## src/rtl/mem_copy_master.sv

```systemverilog
// Single-outstanding bus master that copies cmd_len_i words from a source to a
// destination address, one read followed by one write per word.
module mem_copy_master #(
    parameter int ADDR_WIDTH = 8,
    parameter int DATA_WIDTH = 32,
    parameter int LEN_WIDTH  = 8
) (
    input  logic                    clk,
    input  logic                    rst,
    input  logic                    cmd_valid_i,
    output logic                    cmd_ready_o,
    input  logic [ADDR_WIDTH-1:0]   cmd_src_i,
    input  logic [ADDR_WIDTH-1:0]   cmd_dst_i,
    input  logic [LEN_WIDTH-1:0]    cmd_len_i,
    output logic                    busy_o,
    output logic                    done_o,
    output logic                    req_o,
    output logic [ADDR_WIDTH-1:0]   addr_o,
    output logic                    we_o,
    output logic [DATA_WIDTH-1:0]   wdata_o,
    output logic [DATA_WIDTH/8-1:0] be_o,
    input  logic                    gnt_i,
    input  logic                    rvalid_i,
    input  logic [DATA_WIDTH-1:0]   rdata_i
);

    localparam int BE_W = DATA_WIDTH / 8;
    localparam logic [ADDR_WIDTH-1:0] STEP = ADDR_WIDTH'(BE_W);

    localparam logic [2:0] S_IDLE    = 3'd0;
    localparam logic [2:0] S_RD_REQ  = 3'd1;
    localparam logic [2:0] S_RD_WAIT = 3'd2;
    localparam logic [2:0] S_WR_REQ  = 3'd3;
    localparam logic [2:0] S_WR_WAIT = 3'd4;
    localparam logic [2:0] S_DONE    = 3'd5;

    logic [2:0]            state_q, state_d;
    logic [ADDR_WIDTH-1:0] src_q, src_d;
    logic [ADDR_WIDTH-1:0] dst_q, dst_d;
    logic [LEN_WIDTH-1:0]  len_q, len_d;
    logic [LEN_WIDTH-1:0]  cnt_q, cnt_d;
    logic [DATA_WIDTH-1:0] buf_q, buf_d;
    logic [LEN_WIDTH-1:0]  cnt_inc;

    assign cnt_inc = cnt_q + LEN_WIDTH'(1);

    always_comb begin
        state_d = state_q;
        src_d   = src_q;
        dst_d   = dst_q;
        len_d   = len_q;
        cnt_d   = cnt_q;
        buf_d   = buf_q;
        case (state_q)
            S_IDLE: begin
                if (cmd_valid_i) begin
                    src_d   = cmd_src_i;
                    dst_d   = cmd_dst_i;
                    len_d   = cmd_len_i;
                    cnt_d   = '0;
                    state_d = (cmd_len_i == '0) ? S_DONE : S_RD_REQ;
                end
            end
            S_RD_REQ: begin
                if (gnt_i) state_d = S_RD_WAIT;
            end
            S_RD_WAIT: begin
                if (rvalid_i) begin
                    buf_d   = rdata_i;
                    state_d = S_WR_REQ;
                end
            end
            S_WR_REQ: begin
                if (gnt_i) state_d = S_WR_WAIT;
            end
            S_WR_WAIT: begin
                // Addresses wrap naturally at the register width.
                if (rvalid_i) begin
                    cnt_d   = cnt_inc;
                    src_d   = src_q + STEP;
                    dst_d   = dst_q + STEP;
                    state_d = (cnt_inc == len_q) ? S_DONE : S_RD_REQ;
                end
            end
            S_DONE:  state_d = S_IDLE;
            default: state_d = S_IDLE;
        endcase
    end

    always_ff @(posedge clk or posedge rst) begin
        if (rst) begin
            state_q <= S_IDLE;
            src_q   <= '0;
            dst_q   <= '0;
            len_q   <= '0;
            cnt_q   <= '0;
            buf_q   <= '0;
        end else begin
            state_q <= state_d;
            src_q   <= src_d;
            dst_q   <= dst_d;
            len_q   <= len_d;
            cnt_q   <= cnt_d;
            buf_q   <= buf_d;
        end
    end

    // Moore outputs: bus fields are zero whenever no request is driven.
    assign cmd_ready_o = (state_q == S_IDLE);
    assign busy_o      = (state_q != S_IDLE);
    assign done_o      = (state_q == S_DONE);
    assign req_o       = (state_q == S_RD_REQ) || (state_q == S_WR_REQ);
    assign we_o        = (state_q == S_WR_REQ);
    assign addr_o      = (state_q == S_RD_REQ) ? src_q :
                         (state_q == S_WR_REQ) ? dst_q : '0;
    assign wdata_o     = (state_q == S_WR_REQ) ? buf_q : '0;
    assign be_o        = (state_q == S_WR_REQ) ? {BE_W{1'b1}} : '0;

endmodule

```

## config.mk

```make
export PLATFORM = sky130hd
export DESIGN_NAME = mem_copy_master
export DESIGN_NICKNAME = d
export VERILOG_FILES = /design/src/rtl/mem_copy_master.sv
export SDC_FILE = /design/constraint.sdc
export NUM_CORES = 1
export LEC_CHECK = 0
export CAP_MARGIN = 10
export CORE_MARGIN = 10
export CORE_UTILIZATION = 50
export CTS_BUF_LIST = sky130_fd_sc_hd__clkbuf_4 sky130_fd_sc_hd__clkbuf_8
export DETAILED_ROUTE_END_ITERATION = 8
export GPL_TIMING_DRIVEN = 0
export HOLD_SLACK_MARGIN = 0.02
export PLACE_DENSITY = 0.94
export SYNTH_ARGS = -nofsm -noshare
export SYNTH_HDL_FRONTEND = slang
export SYNTH_SLANG_ARGS = --single-unit
export TNS_END_PERCENT = 30
```

## constraint.sdc

```tcl
create_clock -name clk -period 4.65 [get_ports clk]
set_clock_uncertainty 0.2 [all_clocks]
set_input_delay 0.93 -clock clk [delete_from_list [all_inputs] [get_ports clk]]
set_output_delay 0.93 -clock clk [all_outputs]
set_load 0.01 [all_outputs]
```

======== Word level (Yosys, flattened, before mapping) ========
Index checks and enable logic that the tools add are counted.
operators by class
  add/sub/neg operators ................... 3
  mux-type cells .......................... 21
  eq/ne operators ......................... 11
  reduce and logical (&&, ||, !) cells .... 9
operators by type and width
  operator                                       number
  two-way mux 8 bit                              8
  one-hot mux 8 bit (2 select lines)             3
  two-way mux 32 bit                             1
  two-way mux 3 bit                              7
  adder 8 x 3 -> 8 bit, second input constant    2
  one-hot mux 3 bit (5 select lines)             1
  adder 8 x 1 -> 8 bit, second input constant    1
  == test 8 bit                                  1
  logical NOT 8 bit                              1
  != test 2 bit, second input constant           4
  == test 3 x 2 -> 1 bit, second input constant  2
  == test 3 bit, second input constant           2
  AND reduction 5 bit                            1
  two-way mux 4 bit                              1
  AND reduction 2 bit                            2
  == test 3 x 1 -> 1 bit, second input constant  1
  logical NOT 3 bit                              1
  AND reduction 3 bit                            1
  nonzero test 3 bit                             1
  != test 2 x 1 -> 1 bit, second input constant  1
  nonzero test 2 bit                             1
  logical OR 1 bit                               1
word-level totals
  input port bits ......................... 61
  word-level logic and storage cells ...... 50
  register bits after elaboration ......... 67
  output and inout bits ................... 49

======== Longest topological paths before layout ========
Gate-level depths: netlist (run 1).
  depth after elaboration ................. 5
  mapped depth ............................ 7
  depth with buffers taken out ............ 6

======== Least setup slack after synthesis (run 1) ========
OpenSTA, ideal clock, no wires.
  path kind ............................... reg2out
  start ................................... register state_q[0]
  end ..................................... output be_o[0]
  path slack .............................. 2,122 ps
  stages on the path, launching flop included .. 6
  data required time ...................... 3,520 ps
  data arrival time ....................... 1,398 ps
  buffers on the path ..................... 3
  cell sequence ........................... dfrtp_1 -> clkbuf_1 -> nand2b_1 -> clkbuf_1 -> nor2_1 -> buf_4
on the way
  longest elaborated chain between the ends .. 2
ends and longest elaborated chain
  element                 RTL line  source
  from (decl)             37        logic [2:0] state_q, state_d;
  from (signal assigned)  99        state_q <= state_d;
  == test 3 x 2 -> 1 bit  -
  via we_o                19        output logic we_o,
  two-way mux 4 bit       117       assign be_o = (state_q == S_WR_REQ) ? {BE_W{1'b1}} : '0;
  to (decl)               21        output logic [DATA_WIDTH/8-1:0] be_o,
The timed path passes the listed nets, and every way through them passes these cells.

======== Worst setup path in the final report (run 1) ========
  start ................................... register state_q[0]
  end ..................................... output wdata_o[13]
on the way
  longest elaborated chain between the ends .. 2
ends and longest elaborated chain
  element                 RTL line  source
  == test 3 x 2 -> 1 bit  116       assign wdata_o = (state_q == S_WR_REQ) ? buf_q : '0;
  two-way mux 32 bit      116
  to (decl)               20        output logic [DATA_WIDTH-1:0] wdata_o,
No other way between the ends.

==> results of run 1 <==
-- cell type report --
type                       count  area share
sequential                    67      0.3353
multi-input combinational    234      0.3353
timing repair buffer         110      0.2222
buffer                        29     0.03028
clock buffer                  10     0.02753
tap                           96     0.02402
clock inverter                 6     0.01777
inverter                      10    0.007508
-- cells by family after synthesis --
| group | after synthesis | synth area share |
|---|---|---|
| buffers and inverters | 39 | 0.05333 |
| muxes | 52 | 0.1625 |
| DFF | 67 | 0.4733 |
| xor gates and xnor gates | 12 | 0.02967 |
| and+or+nand+nor | 112 | 0.1738 |
| adders and majority gates | 3 | 0.01060 |
| AOI/OAI and AO/OA | 55 | 0.09679 |
-- worst max-delay path, stage by stage (launching register included) --
cell and delay (ns):
dfrtp_1 0.36, clkbuf_1 0.33, nand2b_1 0.17, inv_1 0.21, clkbuf_1 0.35, and3_1 0.23, clkdlybuf4s50_1 0.54
-- sequential cells by signal (all words and copies together), names as in the netlist --
signal	count
len_q	8
state_q	3
dst_q	8
buf_q	32
src_q	8
cnt_q	8
-- cells in the final DEF, fill, tap and decap left out, types with 2 or more instances in the layout --
cell type / instances
nor2b_1: 3
nor3_1: 6
clkinvlp_4: 2
ha_1: 3
xnor2_1: 5
inv_1: 8
nor2_1: 17
o31ai_1: 3
and3_1: 36
dfrtp_1: 67
o22ai_1: 5
o21ai_1: 5
o21ai_0: 14
mux2_2: 44
bufinv_16: 2
nand2_1: 16
xor2_1: 7
clkdlybuf4s50_1: 109
nor3b_1: 4
buf_4: 4
a31oi_1: 3
clkbuf_8: 10
buf_6: 2
nand3_1: 16
nor4_1: 3
mux2i_1: 8
buf_2: 10
and2_1: 2
clkbuf_1: 12
a22oi_1: 4
a21oi_1: 12
-- through the flow --
step / util / total power (uW)
2_1_floorplan: - / 1862
3_3_place_gp: 0.6958 / 2398
3_5_place_dp: 0.6987 / 2471
4_1_cts: 0.7319 / 3018
5_1_grt: 0.7319 / 3194
6_report: 0.7319 / 3000
-- how the worst min path moves through the flow --
stage / end / cells after the start / slack (ns) / startpoint
final: buf_q[3] / 1 / 0.30 / buf_q[3]
after CTS: buf_q[21] / 1 / 0.31 / buf_q[21]
after global routing: buf_q[4] / 1 / 0.31 / buf_q[4]
after detailed placement: buf_q[21] / 1 / 0.29 / buf_q[21]
after floorplan: buf_q[24] / 1 / 0.27 / buf_q[24]
after global placement: buf_q[30] / 1 / 0.28 / buf_q[30]
-- layer usage --
metal | part of all wire | wire [um]
met2 | 0.51 | 4924
met1 | 0.41 | 4029
met3 | 0.061 | 593
met5 | 0 | 0
met4 | 0.017 | 166
-- where the power goes --
group	switching, uW	leakage, uW	internal, uW
Sequential	172	0.000806	846
Clock	231	0.000108	316
Combinational	651	0.00128	783
Total	1050	0.00220	1950
==> key figures, run 1 <==
Critical path
  – Crit. End Element: output port
  – Crit path max fanout: 10
  – Req. time, crit path: 3.52 ns
  – RR Startpoint: cnt_q[0]
  – R2R depth: 7
  – Reg2reg setup slack: 2.35 ns
  – CP startpoint kind: flip-flop
  – Worst Setup SP: state_q[0]
  – Worst setup path category: reg2out
  – Crit path to: wdata_o[13]
  – Critical path data arrival time: 2.54 ns
  – Worst r2r dst: state_q[2]

Yosys
  – Synth Flop Type: dfrtp_1
  – Net Count, Synth: 404
  – Post-synth ARST share: 1.000
  – Post-synth EDFFs: 0
  – Post-synth top area cell: dfrtp_1
  – Synth top area share: 0.4733
  – Synthesis-stage register bit count: 67
  – Area contributors post-synth: dfrtp_1 (47%), mux2_2 (14%), and3_1 (6.4%)
  – Syn Area/Cell: 10.42 sq um
  – Synth top cells by count: dfrtp_1 (67), mux2_2 (44), and3_1 (36), nor2_1 (17)
  – Mapped Cells: 340
  – Count leader, synth: dfrtp_1
  – Cell variety after synth: 47
  – Synth Warn #: 0
  – Sequential-to-total area share from yosys stat: 0.4733
  – Synthesized area: 3542 sq um

Route
  – Vias: 3,072
  – Final wirelength: 9713 um
  – Initial DRC count: 96
  – DR vias/cell: 5.466
  – Iteration count of the initial detailed-routing pass: 4
  – Detail Route Antenna Nets: 0
  – Number of remaining DRC errors: 0
  – Routed len/inst: 17.28 um

Clocking
  – Skew-Pair Late Insertion Delay: 0.35 ns
  – Post-CTS sizing: 0
  – H-Tree Depth: 3
  – CTS tree: built
  – Hold buffer count at cts: 0
  – CTS Sinks: 67
  – Clock slew at reported path FFs: 0.07 ns
  – CTS max path bufs: 2
  – CTS buffer count: 9
  – Root Buffer: clkbuf_8
  – Post-CTS Repair Setup Buffers: 0

STA
  – Final min period: 3.667 ns
  – Hold slack final: 0.3035 ns
  – Post-Route Setup TNS: 0 ns
  – Pins Over Slew Limit: 0
  – Final count of hold timing violations: 0
  – Final setup margin: 0.9827 ns
  – RSZ-0062 raised after global routing: false
  – Fmax: 272.7 MHz
  – Slew margin rel.: 0.5374
  – Final period util: 0.7887
  – Slew at the pin closest to its max-slew limit: 0.6939 ns
  – Final setup fails: 0

Global route
  – Vias in the first global route: 3,161
  – Grt met2 use: 0.3059
  – GRT Residual Overflow: 0
  – Largest net degree at the start of global routing: 39
  – GR peak layer: met2
  – Antenna violations before repair: 0
  – First-pass GRT wire length: 15,960 um
  – Met1 usage: 0.2051
  – Met3 global-route usage: 0.04647
  – Total GRT Usage: 0.1789

Finish
  – Layout area overhead: 41.15%
  – Multi-input logic area: 1677 sq um
  – Reg area: 1677 sq um
  – Fillers: 491
  – Diodes inserted: 0
  – Final Instance Count excl. Fillers: 562
  – Layout cells sized above 1: 0.1717
  – Cell area after layout: 5000 sq um
  – Nets: 525

Floorplan
  – Core area: 6832 sq um
  – IO Pins: 110
  – Die area: 10,850 sq um
  – Die height: 104.2 um
  – # rows: 30
  – Die W: 104.2 um
  – Starting Density: 0.5185

Power
  – Worst IR Drop VDD: 0.2797 mV
  – Leakage power: 0.002198 uW
  – PwrDens: 600.0 nW/um^2

Placement
  – Area after DPL: 4773 sq um
  – DP Wirelength: 7597 um
  – Post-Place Setup Slack: 1.374 ns
  – Port Buffers: 109
  – Gpl congestion: 0.9176
  – Dpl cells: 546

Outcome
  – Outcome: finished, final reports clean

Job
  – Max-cap violation count: 0

Hold path
  – Tightest Hold Check Type: reg2reg
Power figures use the tool's default switching activity.
==> run 2: changes to the inputs <==
CORE_UTILIZATION = 44   (was 50)
PLACE_DENSITY = 0.88   (was 0.94)
clock period = 2.9 ns   (was 4.65 ns; I/O delays follow)
==> run 2 against run 1 <==
  * Critical path depth shrank 1
  * Combinational power grew 64%
  * Setup slack worse by 0.89 ns
  * Register-to-register slack worse by 1.7 ns
  * Via count grew 0.46%
  * Critical path type unchanged
  * Critical endpoint is now be_o[2]
  * Highest routed layer unchanged
==> key figures, run 2 (synthesis gave the netlist of run 1 again) <==
Outcome
  – Outcome: finished, final reports clean

Global route
  – GRT Residual Overflow: 0
  – Vias in the first global route: 3,122
  – Antenna violations before repair: 0
  – Total GRT Usage: 0.1643
  – Largest net degree at the start of global routing: 38
  – First-pass GRT wire length: 15,770 um

Route
  – Number of remaining DRC errors: 0
  – Highest routed layer: met4
  – Met2 WL: 4982 um
  – DR vias/cell: 5.433
  – Vias: 3,086
  – Detail Route Antenna Nets: 0
  – Final wirelength: 10,040 um
  – Initial DRC count: 196
  – Routed len/inst: 17.68 um
  – Routed wl met3: 737 um
  – Met1 WL: 4247 um
  – Iteration count of the initial detailed-routing pass: 6

Placement
  – DP Wirelength: 7779 um
  – Post-Place Setup Slack: -0.02975 ns
  – Port Buffers: 109
  – Area after DPL: 4781 sq um
  – Gpl congestion: 0.8242

Clocking
  – Root Buffer: clkbuf_8
  – CTS max path bufs: 2
  – CTS Sinks: 67
  – Hold buffer count at cts: 0
  – CTS buffer count: 9
  – CTS tree: built
  – Clock slew at reported path FFs: 0.07 ns
  – H-Tree Depth: 3
  – Skew-Pair Late Insertion Delay: 0.33 ns

Floorplan
  – # rows: 32
  – Starting Density: 0.4560
  – IO Pins: 110
  – Die W: 109.7 um
  – Die area: 12,040 sq um
  – Die height: 109.7 um
  – Core area: 7767 sq um

Critical path
  – Crit. End Element: output port
  – Critical path data arrival time: 2.03 ns
  – CP startpoint kind: flip-flop
  – RR Startpoint: cnt_q[0]
  – Crit path max fanout: 10
  – Reg2reg setup slack: 0.63 ns
  – Worst setup path category: reg2out
  – Worst r2r dst: state_q[2]
  – R2R depth: 7
  – Req. time, crit path: 2.12 ns
  – Worst Setup SP: state_q[1]

Finish
  – Layout cells sized above 1: 0.1910
  – Diodes inserted: 0
  – Fillers: 617
  – Final Util: 0.6458
  – Largest Register: buf_q
  – Commonest non-fill, non-tap cells in the layout: clkdlybuf4s50_1 (109), dfrtp_1 (66), mux2_2 (44), and3_1 (36)
  – Most common cell after layout, fill and taps aside: clkdlybuf4s50_1
  – Nets: 525
  – Cell area after layout: 5016 sq um
  – Layout area overhead: 41.61%
  – Max reg flops: 32

Hold path
  – Hold Path Sink: buf_q[29]
  – Tightest Hold Check Type: reg2reg
  – Worst hold start: buf_q[29]
  – Hold depth: 1

STA
  – Final setup margin: 0.09106 ns
  – Pins Over Slew Limit: 0
  – Final period util: 0.9686
  – Final count of hold timing violations: 0
  – RSZ-0062 raised after global routing: true
  – Slew at the pin closest to its max-slew limit: 0.6391 ns
  – Post-Route Setup TNS: 0 ns
  – Hold slack final: 0.3025 ns
  – Slew margin rel.: 0.5733
  – Final setup fails: 0
  – Fmax: 356.0 MHz
  – Final min period: 2.809 ns

Job
  – Max-cap violation count: 0

Power
  – Leakage power: 0.002213 uW
  – Worst IR Drop VDD: 0.5001 mV
  – PwrDens: 956.4 nW/um^2
[run 2: stage by stage]
stage	power (uW)	instances
after floorplan	2986	340
after global placement	3854	551
after detailed placement	3961	552
after CTS	4788	567
after global routing	5120	568
final	4797	568
[run 2: power breakdown]
part           internal [uW]  switching (uW)
registers               1360             282
logic                   1280            1060
clock network            448             373
total                   3090            1710
[run 2: worst max-delay path: stages, from the launching register on]
cell and delay (ns):
dfrtp_1 0.34, buf_2 0.23, clkinv_1 0.26, nor2_4 0.22, buf_4 0.13, clkdlybuf4s50_1 0.52
[run 2: worst max-delay path by stage]
stage / end / cells past startpoint
3_5_place_dp: wdata_o[27] / 6
2_1_floorplan: buf_q[0] / 1
4_1_cts: wdata_o[15] / 5
5_1_grt: be_o[2] / 5
3_3_place_gp: len_q[4] / 2
6_report: be_o[2] / 5
[run 2: layer usage]
metal	up-vias	track usage
met2	110	0.2951
li1	1466	-
met5	-	0
met3	9	0.03920
met1	1501	0.1930
met4	0	0.03903
[run 2: what timing repair did]
item	in CTS	in global routing
endpoints found under the setup margin	45	42
buffers inserted	0	1
resized for setup	7	7
endpoints found under the hold margin	0	0
[run 2: area by class of cell]
cell class	instances	area, sq um	share of cell area
inverters	10	37.54	0.007483
well taps	102	127.6	0.02544
plain buffers	28	158.9	0.03168
repair buffers	111	1119	0.2230
multi-input cells	234	1684	0.3357
clock buffers	11	151.4	0.03018
clock inverters	5	60.06	0.01197
flip-flops and latches	67	1678	0.3345
